## config.mk

```make
export PLATFORM = sky130hd
export DESIGN_NAME = apb_rr_master
export DESIGN_NICKNAME = d
export VERILOG_FILES = /design/src/rtl/apb_pkg.sv /design/src/rtl/apb_addr_decode.sv /design/src/rtl/apb_rr_master.sv
export SDC_FILE = /design/constraint.sdc
export NUM_CORES = 1
export LEC_CHECK = 0
export CORE_ASPECT_RATIO = 1.25
export CORE_MARGIN = 5
export CORE_UTILIZATION = 41
export CTS_CLUSTER_SIZE = 16
export DETAILED_ROUTE_END_ITERATION = 10
export GPL_TIMING_DRIVEN = 1
export HOLD_SLACK_MARGIN = 0.06
export PLACE_DENSITY = 0.8
export SLEW_MARGIN = 20
export SYNTH_ARGS = -nofsm -noshare
export SYNTH_HDL_FRONTEND = slang
export SYNTH_HIERARCHICAL = 1
export SYNTH_SLANG_ARGS = --single-unit
```

## constraint.sdc

```tcl
create_clock -name PCLK -period 5.3 [get_ports PCLK]
set_input_delay 0.53 -clock PCLK [delete_from_list [all_inputs] [get_ports PCLK]]
set_output_delay 0.53 -clock PCLK [all_outputs]
set_load 0.01 [all_outputs]
```

## src/rtl/apb_pkg.sv

```systemverilog
// Shared definitions for the APB master slice.
//   apb_state_t   : transfer sequencer states (IDLE -> SETUP -> ACCESS -> RESP)
//   APB_BASE_DEF  : default value of address bits [31:16] for a mapped access
//   SLV_*/BASE_*  : bit positions of the slave field and base field in an address
//   TO_W          : width of the ACCESS wait counter (holds TIMEOUT values up to 255)
package apb_pkg;

  typedef enum logic [1:0] {
    IDLE   = 2'd0,
    SETUP  = 2'd1,
    ACCESS = 2'd2,
    RESP   = 2'd3
  } apb_state_t;

  localparam logic [15:0] APB_BASE_DEF = 16'h4000;

  localparam int SLV_LSB  = 12;
  localparam int SLV_MSB  = 15;
  localparam int BASE_LSB = 16;
  localparam int BASE_MSB = 31;

  localparam int TO_W = 8;

endpackage

```

## src/rtl/apb_addr_decode.sv

```systemverilog
// Combinational APB address decoder.
//   addr   in  32  byte address
//   sel    out 16  one-hot slave select (all zero when the address is unmapped)
//   mapped out 1   address[31:16] matches BASE
module apb_addr_decode
  import apb_pkg::*;
#(
  parameter logic [15:0] BASE = APB_BASE_DEF
) (
  input  logic [31:0] addr,
  output logic [15:0] sel,
  output logic        mapped
);

  always_comb begin
    mapped = (addr[BASE_MSB:BASE_LSB] == BASE);
    sel    = '0;
    if (mapped) sel[addr[SLV_MSB:SLV_LSB]] = 1'b1;
  end

endmodule

```

## src/rtl/apb_rr_master.sv

```systemverilog
// Two-requester APB master with round-robin arbitration.
//   PCLK, PRESET              clock, asynchronous active-high reset
//   REQx/WRITEx/ADDRx/WDATAx  requester ports (held stable until ACKx)
//   ACK0, ACK1, RDATA, ERR    one-cycle completion pulse with read data / error
//   PADDR/PWRITE/PWDATA/PSEL/PENABLE, PRDATA/PREADY/PSLVERR  APB bus
//   dbg_state                 current sequencer state (apb_state_t encoding)
//
// Requester handshake: REQx is raised with its command fields and held until
// ACKx pulses; REQx must be low in the cycle after ACKx or a new transfer
// starts. ACK0 and ACK1 are never high together.
module apb_rr_master
  import apb_pkg::*;
#(
  parameter logic [15:0] APB_BASE = APB_BASE_DEF,
  parameter int          TIMEOUT  = 16
) (
  input  logic        PCLK,
  input  logic        PRESET,
  input  logic        REQ0,
  input  logic        REQ1,
  input  logic        WRITE0,
  input  logic        WRITE1,
  input  logic [31:0] ADDR0,
  input  logic [31:0] ADDR1,
  input  logic [31:0] WDATA0,
  input  logic [31:0] WDATA1,
  output logic        ACK0,
  output logic        ACK1,
  output logic [31:0] RDATA,
  output logic        ERR,
  output logic [31:0] PADDR,
  output logic        PWRITE,
  output logic [31:0] PWDATA,
  output logic [15:0] PSEL,
  output logic        PENABLE,
  input  logic [31:0] PRDATA,
  input  logic        PREADY,
  input  logic        PSLVERR,
  output logic [1:0]  dbg_state
);

  localparam logic [TO_W-1:0] TO_LAST = TO_W'(TIMEOUT - 1);

  apb_state_t      state;
  logic            last;      // requester that won the most recent contention
  logic            owner;
  logic            mapped_q;
  logic [TO_W-1:0] cnt;

  logic        nxt_owner;
  logic [31:0] nxt_addr;
  logic [15:0] nxt_sel;
  logic        nxt_mapped;

  logic        acc_done;
  logic [31:0] acc_rdata;
  logic        acc_err;

  assign dbg_state = state;

  // Owner chosen in IDLE: a lone requester wins outright, contention goes to
  // the requester that did not win last time.
  always_comb begin
    nxt_owner = (REQ0 && REQ1) ? ~last : REQ1;
    nxt_addr  = nxt_owner ? ADDR1 : ADDR0;
  end

  // Decoding the address as it is latched lets PSEL be a register that is
  // already valid in SETUP; the registered read mux needs that extra cycle.
  apb_addr_decode #(.BASE(APB_BASE)) u_decode (
    .addr   (nxt_addr),
    .sel    (nxt_sel),
    .mapped (nxt_mapped)
  );

  // ACCESS completion. An unmapped access ends at once (PREADY reads as 1);
  // a real PREADY beats a timeout that falls on the same cycle.
  always_comb begin
    acc_done  = 1'b0;
    acc_rdata = '0;
    acc_err   = 1'b0;
    if (!mapped_q) begin
      acc_done  = 1'b1;
      acc_rdata = PRDATA;
      acc_err   = 1'b1;
    end else if (PREADY) begin
      acc_done  = 1'b1;
      acc_rdata = PWRITE ? '0 : PRDATA;
      acc_err   = PSLVERR;
    end else if (cnt == TO_LAST) begin
      acc_done  = 1'b1;
      acc_rdata = '0;
      acc_err   = 1'b1;
    end
  end

  always_ff @(posedge PCLK or posedge PRESET) begin
    if (PRESET) begin
      state    <= IDLE;
      last     <= 1'b1;
      owner    <= 1'b0;
      mapped_q <= 1'b0;
      cnt      <= '0;
      PADDR    <= '0;
      PWRITE   <= 1'b0;
      PWDATA   <= '0;
      PSEL     <= '0;
      PENABLE  <= 1'b0;
      ACK0     <= 1'b0;
      ACK1     <= 1'b0;
      RDATA    <= '0;
      ERR      <= 1'b0;
    end else begin
      case (state)
        IDLE: begin
          if (REQ0 || REQ1) begin
            owner    <= nxt_owner;
            if (REQ0 && REQ1) last <= nxt_owner;
            PADDR    <= nxt_addr;
            PWRITE   <= nxt_owner ? WRITE1 : WRITE0;
            PWDATA   <= nxt_owner ? WDATA1 : WDATA0;
            PSEL     <= nxt_sel;
            mapped_q <= nxt_mapped;
            state    <= SETUP;
          end
        end
        SETUP: begin
          PENABLE <= 1'b1;
          state   <= ACCESS;
        end
        ACCESS: begin
          if (acc_done) begin
            RDATA   <= acc_rdata;
            ERR     <= acc_err;
            PSEL    <= '0;
            PENABLE <= 1'b0;
            ACK0    <= ~owner;
            ACK1    <= owner;
            state   <= RESP;
          end else begin
            cnt <= cnt + 1'b1;
          end
        end
        RESP: begin
          ACK0  <= 1'b0;
          ACK1  <= 1'b0;
          cnt   <= '0;
          state <= IDLE;
        end
        default: state <= IDLE;
      endcase
    end
  end

endmodule

```

==> flow_summary.json, run 1 <==
{
  "crit_family": "simple AND/OR/NAND/NOR gates",
  "r2r_start": "last",
  "max_stage_delay_ns": 0.91,
  "drt_pass1_iterations": 5,
  "synthFlopType": "dfrtp_1",
  "via_per_inst": 5.25,
  "post_cts_resized": 0,
  "postRouteWirelength_um": 19200,
  "dpl_worst_slack_ns": 1.29,
  "finalNonFillerCells": 1016,
  "drt-initial-drc-count": 408,
  "power_mw": 4.95,
  "hp-class": "register to register",
  "ys_warn_count": 6,
  "arrival_ns": 3.99,
  "rrSetupSlack_ns": 2.03,
  "io_buffers": 286,
  "area_delta_synth_final_pct": 59.5,
  "ys_async_sr_fraction": 1.00,
  "h-tree-depth": 4,
  "dp_hpwl_um": 14700,
  "fmax_mhz": 275,
  "fin_crit_ns": 3.64,
  "multiInputGateArea_mm2": 0.00257,
  "syn_area_per_cell_um2": 11.1,
  "syn_nets": 719,
  "cts-hold-fix-buffers": 0,
  "routed-via-count": 5335,
  "drc_errors": 0,
  "placedCellCount": 984,
  "ir_worst_vdd_mv": 0.280,
  "r2r_cells": 6,
  "tritoncts": "yes",
  "clk_latency_ns": 0.42,
  "startpoint": "REQ1",
  "antenna_found_initial": 0,
  "maxSlewHeadroom": 0.257,
  "grt_max_degree": 88,
  "startpoint_type": "input port",
  "crit_required_ns": 5.65,
  "cts_buffers": 17,
  "fin_crit_sh": 0.686,
  "path_buf_inv": 1,
  "core_mm2": 0.0145,
  "clkTransAtPathRegs_ns": 0.05,
  "synth_edf_count": 0,
  "pin_count": 287,
  "core.rowCount": 49,
  "min_to": "PWDATA[5]",
  "setup_viol": 0,
  "final.setup.tns_ns": 0,
  "grt-ovfl-total": 0,
  "status": "completed",
  "path_class": "input port to register",
  "synthCells": 546,
  "fin_hold_ws_ns": 0.477,
  "crit_fanout": 29,
  "seq_area_mm2": 0.00325,
  "netlist_area_mm2": 0.00606,
  "finalHoldViolCount": 0,
  "ys_seq_area_frac": 0.537,
  "end_kind": "register",
  "synth_seq_cells": 130,
  "wl_per_cell_um": 18.9,
  "track_usage": 0.222,
  "gp_congestion": 0.849,
  "cts_sinks": 130,
  "rr_endpoint": "PSEL[2]",
  "initial_utilization": 0.419,
  "grt_pass1_vias": 5579,
  "drive_gt1_frac": 0.144,
  "die_h_um": 146,
  "power_density_mw_per_mm2": 512,
  "layout.nets": 998,
  "maxCapViolations": 0,
  "ant_nets": 0,
  "clockBufferDepth": 2,
  "skew_ns": 0.00680,
  "diodes": 0,
  "yosysUniqueCellTypes": 44,
  "p_leak_nw": 4.12,
  "crit_slowest_cell": "a21boi_4",
  "die_area_mm2": 0.0173,
  "holdCritStartpoint": "PWDATA[5]",
  "crit_chain": "clkdlybuf4s50_1 -> a21boi_4 -> mux2_2 -> nor4_2 -> nand4_2 -> nor4_1 -> a22o_1",
  "die_w_um": 119,
  "worst_pin_slew_ns": 1.11,
  "rsz0062_at_grt": "no",
  "drv_slew": 0,
  "holdPathStages": 2,
  "cts-root-buf": "clkbuf_16",
  "fillerInstances": 1101,
  "grt_pass1_wl_um": 30600,
  "worst_slack_ns": 1.66,
  "postCtsSetupRepairBufs": 0
}
-- routing by layer --
metal | global-route usage | routed length (um) | vias to the layer above
met3 | 0.0832 | 1880 | 27
li1 | - | - | 2492
met4 | 0.0788 | 396 | 0
met5 | 0 | 0 | -
met2 | 0.376 | 9620 | 276
met1 | 0.258 | 7280 | 2540
-- synthesized netlist by cell type, types with 2 or more instances --
cell / count / area, um2
nand3_1: 42 / 210
mux2i_1: 34 / 340
nor3b_1: 2 / 15.0
o31ai_1: 2 / 15.0
o21ai_1: 2 / 10.0
a22o_2: 6 / 60.1
nor3_1: 10 / 50.1
xnor2_1: 2 / 17.5
inv_1: 38 / 143
nor2_1: 7 / 26.3
o21ai_0: 76 / 380
nor4_2: 2 / 25.0
buf_6: 2 / 22.5
nand4_1: 2 / 12.5
mux2_2: 66 / 743
nand2b_1: 4 / 25.0
nand2_1: 44 / 165
a22o_1: 12 / 105
nor4_1: 6 / 37.5
clkbuf_1: 24 / 90.1
a21oi_1: 4 / 20.0
and3_1: 2 / 12.5
dfrtp_1: 129 / 3230
ha_1: 5 / 62.6
buf_2: 4 / 20.0
-- tightest hold or removal path, cell delays in order, from the launching register on --
cell and delay (ns):
dfrtp_1 0.33, nand2_1 0.05, o21ai_0 0.06
-- cell families after synthesis --
kind of cell             share of synthesized area
AO/OA/AOI/OAI                                0.112
XOR/XNOR                                   0.00289
adder cells (fa/ha/maj)                     0.0103
buffers and inverters                       0.0466
flip-flops                                   0.537
multiplexers                                 0.179
AND/OR/NAND/NOR                              0.113
-- sequential cells by signal, summed over array words and instances (netlist names) --
name       cells
PSEL          16
ACK0           1
dbg_state      2
PENABLE        1
PADDR         32
last           1
PWDATA        32
ERR            1
cnt            8
ACK1           1
PWRITE         1
mapped_q       1
owner          1
RDATA         32
-- how the worst max path moves through the flow --
| stage | endpoint | slack [ns] | cells after the start |
|---|---|---|---|
| floorplan | ACK0 | 1.30 | 1 |
| finish | PSEL[2] | 1.66 | 7 |
| CTS | PSEL[2] | 1.75 | 7 |
| global route | PSEL[1] | 1.48 | 7 |
| detailed placement | PSEL[2] | 1.29 | 7 |
| global placement | PSEL[3] | 1.49 | 7 |
-- final cells by class --
cell class / instances / share of cell area
clock buffers: 27 / 0.0541
inverters: 38 / 0.0150
multi-input cells: 347 / 0.266
well taps: 178 / 0.0230
repair buffers: 291 / 0.300
clock inverters: 5 / 0.00543
flip-flops and latches: 130 / 0.336
-- where the power goes --
part / internal [mW] / leakage [nW] / switching, mW
clock: 0.718 / 0.283 / 0.408
sequential: 1.40 / 1.62 / 0.238
combinational: 1.17 / 2.22 / 1.02
-- through the flow --
step,area [um2],utilization
CTS,9670,0.668
detailed placement,9100,0.629
global placement,9090,0.628
global route,9670,0.668
floorplan,6060,-
finish,9670,0.668
-- cell usage in the layout, fill, tap and decap left out, types with 3 or more instances in the layout --
| cell | synthesis | routed |
|---|---|---|
| dfrtp_1 | 129 | 129 |
| buf_4 | 1 | 5 |
| a22o_2 | 6 | 6 |
| clkinv_2 | 0 | 3 |
| nor3_1 | 10 | 10 |
| clkbuf_8 | 0 | 6 |
| ha_1 | 5 | 5 |
| nand3_1 | 42 | 42 |
| clkdlybuf4s50_1 | 0 | 286 |
| mux2i_1 | 34 | 34 |
| nor4_1 | 6 | 6 |
| a21oi_1 | 4 | 4 |
| nor2_1 | 7 | 7 |
| a22o_1 | 12 | 12 |
| o21ai_0 | 76 | 76 |
| mux2_2 | 66 | 66 |
| clkbuf_16 | 0 | 17 |
| clkbuf_1 | 24 | 4 |
| inv_1 | 38 | 37 |
| nand2_1 | 44 | 44 |
| nand2b_1 | 4 | 4 |
(Power assumes the default switching activity.)
==> inputs of run 2 (changes only) <==
- CORE_UTILIZATION: 41 -> 37
- PLACE_DENSITY: 0.8 -> 0.76
- clock period: 5.3 -> 3.15 ns (I/O delays scaled with it)
==> flow_summary.json, run 2 (synthesis results as in run 1) <==
{
  "clockPowerShare": 0.235,
  "swShare": 0.331,
  "design_area_mm2": 0.00984,
  "fin_crit_sh": 0.810,
  "antenna_found_initial": 0,
  "crit_fanout": 35,
  "clockBufferDepth": 2,
  "p_int_mw": 5.67,
  "final_common_cell": "clkdlybuf4s50_1",
  "grt_pass1_vias": 5459,
  "cts_buffers": 17,
  "skew_ns": 0.00897,
  "via_per_inst": 4.92,
  "routed-via-count": 5216,
  "drt-initial-drc-count": 234,
  "dr.max_layer_used": "met4",
  "maxSlewHeadroom": 0.367,
  "status": "completed",
  "post-route-util": 0.610,
  "arrival_ns": 2.90,
  "layout.nets": 1005,
  "die_w_um": 125,
  "die_h_um": 153,
  "clk_latency_ns": 0.41,
  "path_class": "input port to register",
  "cts-root-buf": "clkbuf_16",
  "ir_worst_vdd_mv": 0.408,
  "rsz0062_at_grt": "no",
  "met3_length_um": 1370,
  "area_delta_synth_final_pct": 62.2,
  "finalNonFillerCells": 1061,
  "end_kind": "register",
  "top_regs": "PADDR (32), PWDATA (32), RDATA (32)",
  "tritoncts": "yes",
  "h-tree-depth": 4,
  "postCtsSetupRepairBufs": 0,
  "grt_pass1_wl_um": 29700,
  "diodes": 0,
  "core.rowCount": 52,
  "io_buffers": 286,
  "dp_hpwl_um": 14100,
  "maxCapViolations": 0,
  "startpoint_type": "input port",
  "crit_required_ns": 3.50,
  "pin_count": 287,
  "p_sw_mw": 2.80,
  "route.met2.wl_um": 9420,
  "grt-ovfl-total": 0,
  "drv_slew": 0,
  "drc_errors": 0,
  "core_mm2": 0.0161,
  "met1_length_um": 7540,
  "ant_nets": 0,
  "placedCellCount": 1029,
  "postRouteWirelength_um": 18600,
  "cts_sinks": 130,
  "hp-class": "input port to register",
  "setup_viol": 0,
  "post_cts_resized": 0,
  "drt_pass1_iterations": 4,
  "p_leak_nw": 4.18,
  "wl_per_cell_um": 17.6,
  "track_usage": 0.195,
  "power_density_mw_per_mm2": 861,
  "final_cell_mix": "286 x clkdlybuf4s50_1, 129 x dfrtp_1, 76 x o21ai_0",
  "fin_hold_ws_ns": 0.474,
  "fmax_mhz": 392,
  "die_area_mm2": 0.0191,
  "final.setup.tns_ns": 0,
  "power_frac_comb": 0.441,
  "fin_crit_ns": 2.55,
  "gp_congestion": 0.829,
  "initial_utilization": 0.376,
  "drive_gt1_frac": 0.153,
  "pwr-share-seq": 0.324,
  "dpl_cell_area_mm2": 0.00924,
  "finalHoldViolCount": 0,
  "grt_max_degree": 131,
  "worst_pin_slew_ns": 0.945,
  "clkTransAtPathRegs_ns": 0.05,
  "cts-hold-fix-buffers": 0
}
-- run 2: critical path: stages --
cell and delay [ns]:
clkdlybuf4s50_1 0.49, a21boi_4 0.20, buf_12 0.24, mux2_2 0.38
nor4_2 0.38, nand4_2 0.15, buf_4 0.21, nor4_1 0.32
a22o_1 0.21
-- run 2: final timing paths --
kind | from | endpoint | slack [ns] | depth (start not counted)
max | REQ1 | PSEL[4] | 0.60 | 9
min | PRDATA[30] | RDATA[30] | 0.47 | 3
max reg2reg | last | PSEL[4] | 0.63 | 8
min reg2reg | PWDATA[15] | PWDATA[15] | 0.48 | 2
max in group asynchronous | PRESET | owner | 2.19 | 3
min in group asynchronous | PRESET | cnt[2] | 0.49 | 3
-- run 2: cell type report --
class / count / area (um2)
timing repair buffer: 298 / 3000
clock inverter: 10 / 133
clock buffer: 22 / 464
tap: 216 / 270
inverter: 38 / 146
fill: 1388 / 6300
multi-input combinational: 347 / 2570
sequential: 130 / 3250
-- run 2: power groups by stage --
stage / clock (mW) / sequential, mW / combinational, mW
after global placement: 0 / 2.74 / 3.73
after global routing: 2.12 / 2.83 / 4.06
after CTS: 2.04 / 2.76 / 3.80
after detailed placement: 0 / 2.78 / 3.78
final: 1.99 / 2.75 / 3.73
after floorplan: 0 / 3.02 / 1.45
-- run 2: metal layers --
metal  GRT usage  vias up
met2       0.332      196
met1       0.233     2486
met4      0.0554        0
li1            -     2510
met5           0        -
met3      0.0702       24
-- run 2: stage by stage --
stage                     setup WS, ns  power, mW
after global placement           0.309       6.47
after floorplan                  0.742       4.48
after CTS                        0.640       8.60
after detailed placement         0.258       6.56
after global routing             0.541       9.02
final                            0.597       8.47
==> RTL edit 1, RTL diff (config.mk and constraints of run 2) <==
The package constant `BASE_LSB` goes from 16 to 15.
--- a/src/rtl/apb_pkg.sv
+++ b/src/rtl/apb_pkg.sv
@@ -16,7 +16,7 @@
 
   localparam int SLV_LSB  = 12;
   localparam int SLV_MSB  = 15;
-  localparam int BASE_LSB = 16;
+  localparam int BASE_LSB = 15;
   localparam int BASE_MSB = 31;
 
   localparam int TO_W = 8;
Function: changed (a bounded check fails within 4 cycles, from zero or initial values and one cycle with PRESET high).
==> RTL edit 1 against run 2 <==
Sequential cell count did not move; worst hold slack worse by 0.082 ns; critical endpoint is now PSEL[1]$_DFFE_PP0P_; largest power group unchanged; cell area increased by 1.0%; power grew 4.9%; synthesized area rose by 0.47%; non-clock buffer count up 2; critical path type unchanged; worst setup slack improved by 0.13 ns; critical path depth shrank 1; wire length decreased by 2.3%.
==> RTL edit 1: results (changes against run 2) <==
INFO  metric finalWeightedCongestion = 0.833 (+0.52%)
INFO  metric netlist_top_cells_count = dfrtp_1, o21ai_0, mux2_2, nand2_1, nand3_1
INFO  metric grt_pass1_vias = 5,314 (-2.7%)
INFO  metric routed_wire_length = 18.2 mm (-2.3%)
INFO  metric antenna_found_initial = 1 (+1)
INFO  metric logic_depth_of_the_worst_register_to_register_path = 7 (-1)
INFO  metric compound_gate_fraction_of_synth_area = 0.111 (-0.000528)
INFO  metric detailed_place.area = 9270 um2 (+0.37%)
INFO  metric fin_worst_hold_slack = 0.392 ns (-0.0824 ns)
INFO  metric crit_path_end = PSEL[1]$_DFFE_PP0P_
INFO  metric timing.final.ws_setup = 0.730 ns (+0.133 ns)
INFO  metric finClkSkew = 0.0101 ns (+0.00108 ns)
INFO  metric critical_path.reg2reg.endpoint = RDATA[17]$_DFFE_PP0P_
INFO  metric detailed_place_hpwl = 13.8 mm (-1.9%)
INFO  metric worst_ep_arrival_time = 2.78 ns (-0.12 ns)
INFO  metric reg2reg_setup_slack = 0.78 ns (+0.15 ns)
INFO  metric synthTopCellsByArea = dfrtp_1, mux2_2, o21ai_0, mux2i_1, nand3_1
INFO  metric layout-drive-gt1-share = 0.154 (+0.00127)
INFO  metric grt_pass1_wl = 28.7 mm (-3.5%)
INFO  metric run_status = completed
INFO  metric synth-xor-area-share = 0.00287 (-0.0000136)
INFO  metric synth.area.mux_share = 0.178 (-0.000844)
INFO  metric instances_no_fill = 1,067 (+0.57%)
INFO  metric ir_drop = 0.411 mV (+0.70%)
INFO  metric cp_slowest_stage_delay = 0.53 ns (+0.04 ns)
INFO  metric iteration_0_drc_count_of_the_detailed_router = 200 (-15%)
INFO  metric synthCells = 550 (+0.73%)
INFO  metric slew_headroom = 0.353 (-0.0139)
INFO  metric place_ws = 0.317 ns (+0.0592 ns)
INFO  metric seq_area_frac_synth = 0.534 (-0.00253)
INFO  metric fraction_of_the_mapped_netlist_area_in_adder_cells = 0.0103 (-0.0000487)
INFO  metric crit_path_start = REQ0
INFO  metric path_delay_family = simple AND/OR/NAND/NOR gates
INFO  metric worst_r2r_startpoint = dbg_state[0]$_DFFE_PP0P_
-- RTL edit 1: cell count changes after synthesis, moves of 2 or more --
| cell | delta |
|---|---|
| buf_4 | +8 |
| nand2b_1 | -3 |
| nand4_1 | +2 |
| nor2_1 | +5 |
| nor3_1 | -9 |
-- RTL edit 1: report_power, final --
part           leakage, nW  internal [W]  switching (W)  total, W
Combinational         2.29       0.00217        0.00174   0.00391
Sequential            1.61       0.00239       0.000387   0.00278
Clock                0.319       0.00149       0.000701   0.00219
-- RTL edit 1: routing by layer --
layer | track usage | part of all wire | up-vias
met4 | 0.0548 | 0.011 | 2
met2 | 0.326 | 0.50 | 220
met5 | 0 | 0.00071 | -
li1 | - | - | 2503
met3 | 0.0820 | 0.097 | 17
met1 | 0.214 | 0.39 | 2402
-- RTL edit 1: final cells by class --
type	count	area, um2
fillers	1328	6260
flip-flops and latches	130	3250
repair buffers	300	3030
multi-input cells	352	2580
clock buffers	23	488
well taps	216	270
clock inverters	9	175
inverters	37	143
==> RTL edit 2, RTL diff (config.mk and constraints of run 2) <==
Without the edit above. Put one more register stage on the output `dbg_state`. The value now appears one clock later. The other outputs are not delayed to match.
--- a/src/rtl/apb_rr_master.sv
+++ b/src/rtl/apb_rr_master.sv
@@ -56,7 +56,9 @@
   logic [31:0] acc_rdata;
   logic        acc_err;
 
-  assign dbg_state = state;
+  always_ff @(posedge PCLK) begin
+    dbg_state <= state;
+  end
 
   // Owner chosen in IDLE: a lone requester wins outright, contention goes to
   // the requester that did not win last time.
Check against the original RTL: not equivalent (Yosys sat finds a counterexample within 4 cycles, from zero or initial values and one cycle with PRESET high).
==> RTL edit 2 against run 2 <==
Cell area up 0.89%; wire length down 1.2%; non-clock buffer count up 2; worst setup slack worse by 0.076 ns; synthesized cell count up 1.6%; power up 0.40%; maximum frequency down 2.9%; synthesized area up 1.6%; register-to-register slack worse by 0.03 ns; sequential cell count up 2; final cell count up 0.75%; critical path type unchanged; critical endpoint is now PSEL[12]$_DFFE_PP0P_; largest cell class unchanged.
==> RTL edit 2: results (changes against run 2) <==
INFO  metric combinationalPower = 0.00372 W (about the same)
INFO  metric slew_headroom = 0.485 (+0.118)
INFO  metric netlist_top_cells_count = dfrtp_1, o21ai_0, mux2_2, nand2_1, inv_1
INFO  metric cp_slowest_stage_delay = 0.53 ns (+0.04 ns)
INFO  metric grt_use_met1 = 0.210 (-0.0227)
INFO  metric avg_cell_area_syn = 11.1 um2 (about the same)
INFO  metric final_net_count = 1,013 (+0.80%)
INFO  metric run_status = completed
INFO  metric global_route.usage.met2 = 0.330 (-0.00256)
INFO  metric clock_area_frac = 0.0605 (-0.000157)
INFO  metric met1_length = 7.21 mm (-4.4%)
INFO  metric synth.net_count = 728 (+1.3%)
INFO  metric detailed_place.area = 9320 um2 (+0.91%)
INFO  metric fin_util = 0.610 (about the same)
INFO  metric instances_no_fill = 1,069 (+0.75%)
INFO  metric critPathMaxFanout = 24 (-31%)
INFO  metric antenna_found_initial = 0 (unchanged)
INFO  metric met2WireLength = 9.39 mm (-0.32%)
INFO  metric die_area = 19,300 um2 (+1.5%)
INFO  metric multi_input_area = 2580 um2 (+0.63%)
INFO  metric filler_cell_count = 1,385 (-0.22%)
INFO  metric worst_hold_path_type = in -> async
INFO  metric worst_ep_arrival_time = 2.97 ns (+0.07 ns)
INFO  metric iteration_0_drc_count_of_the_detailed_router = 187 (-20%)
INFO  metric grt_pass1_wl = 28.7 mm (-3.4%)
INFO  metric placed_cells = 1,037 (+0.78%)
INFO  metric grt_max_degree = 60 (-54%)
INFO  metric sequentialPowerShare = 0.326 (+0.002)
INFO  metric grt_pass1_vias = 5,335 (-2.3%)
INFO  metric timing.final.ws_setup = 0.521 ns (-0.0756 ns)
INFO  metric wl_met3 = 1.42 mm (+3.6%)
INFO  metric total_leakage_power = 4.18 nW (about the same)
INFO  metric viasPerCell = 4.87 (-0.88%)
INFO  metric multi_input_comb_cells = 351 (+1.2%)
INFO  metric p_switching = 0.00281 W (+0.31%)
INFO  metric final.clkbuf_count = 19 (-14%)
INFO  metric finClkSkew = 0.00813 ns (-0.000840 ns)
INFO  metric cts_sinks = 132 (+1.5%)
INFO  metric nNonClkBuffers = 300 (+0.67%)
INFO  metric grt_util_met3 = 0.0662 (-0.00393)
INFO  metric route.detailed.wl_per_inst = 17.2 um (-1.9%)
INFO  metric ir_drop = 0.371 mV (-9.2%)
INFO  metric seq_area_frac_synth = 0.535 (-0.00178)
INFO  metric layout-drive-gt1-share = 0.148 (-0.00495)
INFO  metric nonClkBufAreaFrac = 0.305 (about the same)
INFO  metric grtUsageTotal = 0.188 (-0.00676)
INFO  metric postSynth.asyncResetShare = 0.985 (-0.0152)
RTL edit 2: kinds of logic (layout without fill, tap and decap cells):
group           Yosys count  after routing  share of synthesized area
mux                      99             99                      0.174
fa+ha+maj                 5              5                     0.0102
buf+inv                  72            370                     0.0514
xor+xnor                  1              1                    0.00142
flops                   132            132                      0.535
simple gates            135            135                      0.116
compound gates          111            111                      0.112
RTL edit 2: path summary, 6_finish.rpt:
path | start | to | slack [ns] | depth (start not counted)
setup / recovery | REQ0 | PSEL[12]$_DFFE_PP0P_ | 0.52 | 8
hold / removal | PRESET | RDATA[16]$_DFFE_PP0P_ | 0.23 | 2
setup reg to reg | last$_DFFE_PP1P_ | PSEL[12]$_DFFE_PP0P_ | 0.60 | 7
hold reg to reg | state[0]$_DFFE_PP0P_ | dbg_state[0]$_DFF_P_ | 0.46 | 0
max in group asynchronous | PRESET | PADDR[13]$_DFFE_PP0P_ | 2.09 | 3
min in group PCLK | state[0]$_DFFE_PP0P_ | dbg_state[0]$_DFF_P_ | 0.46 | 0
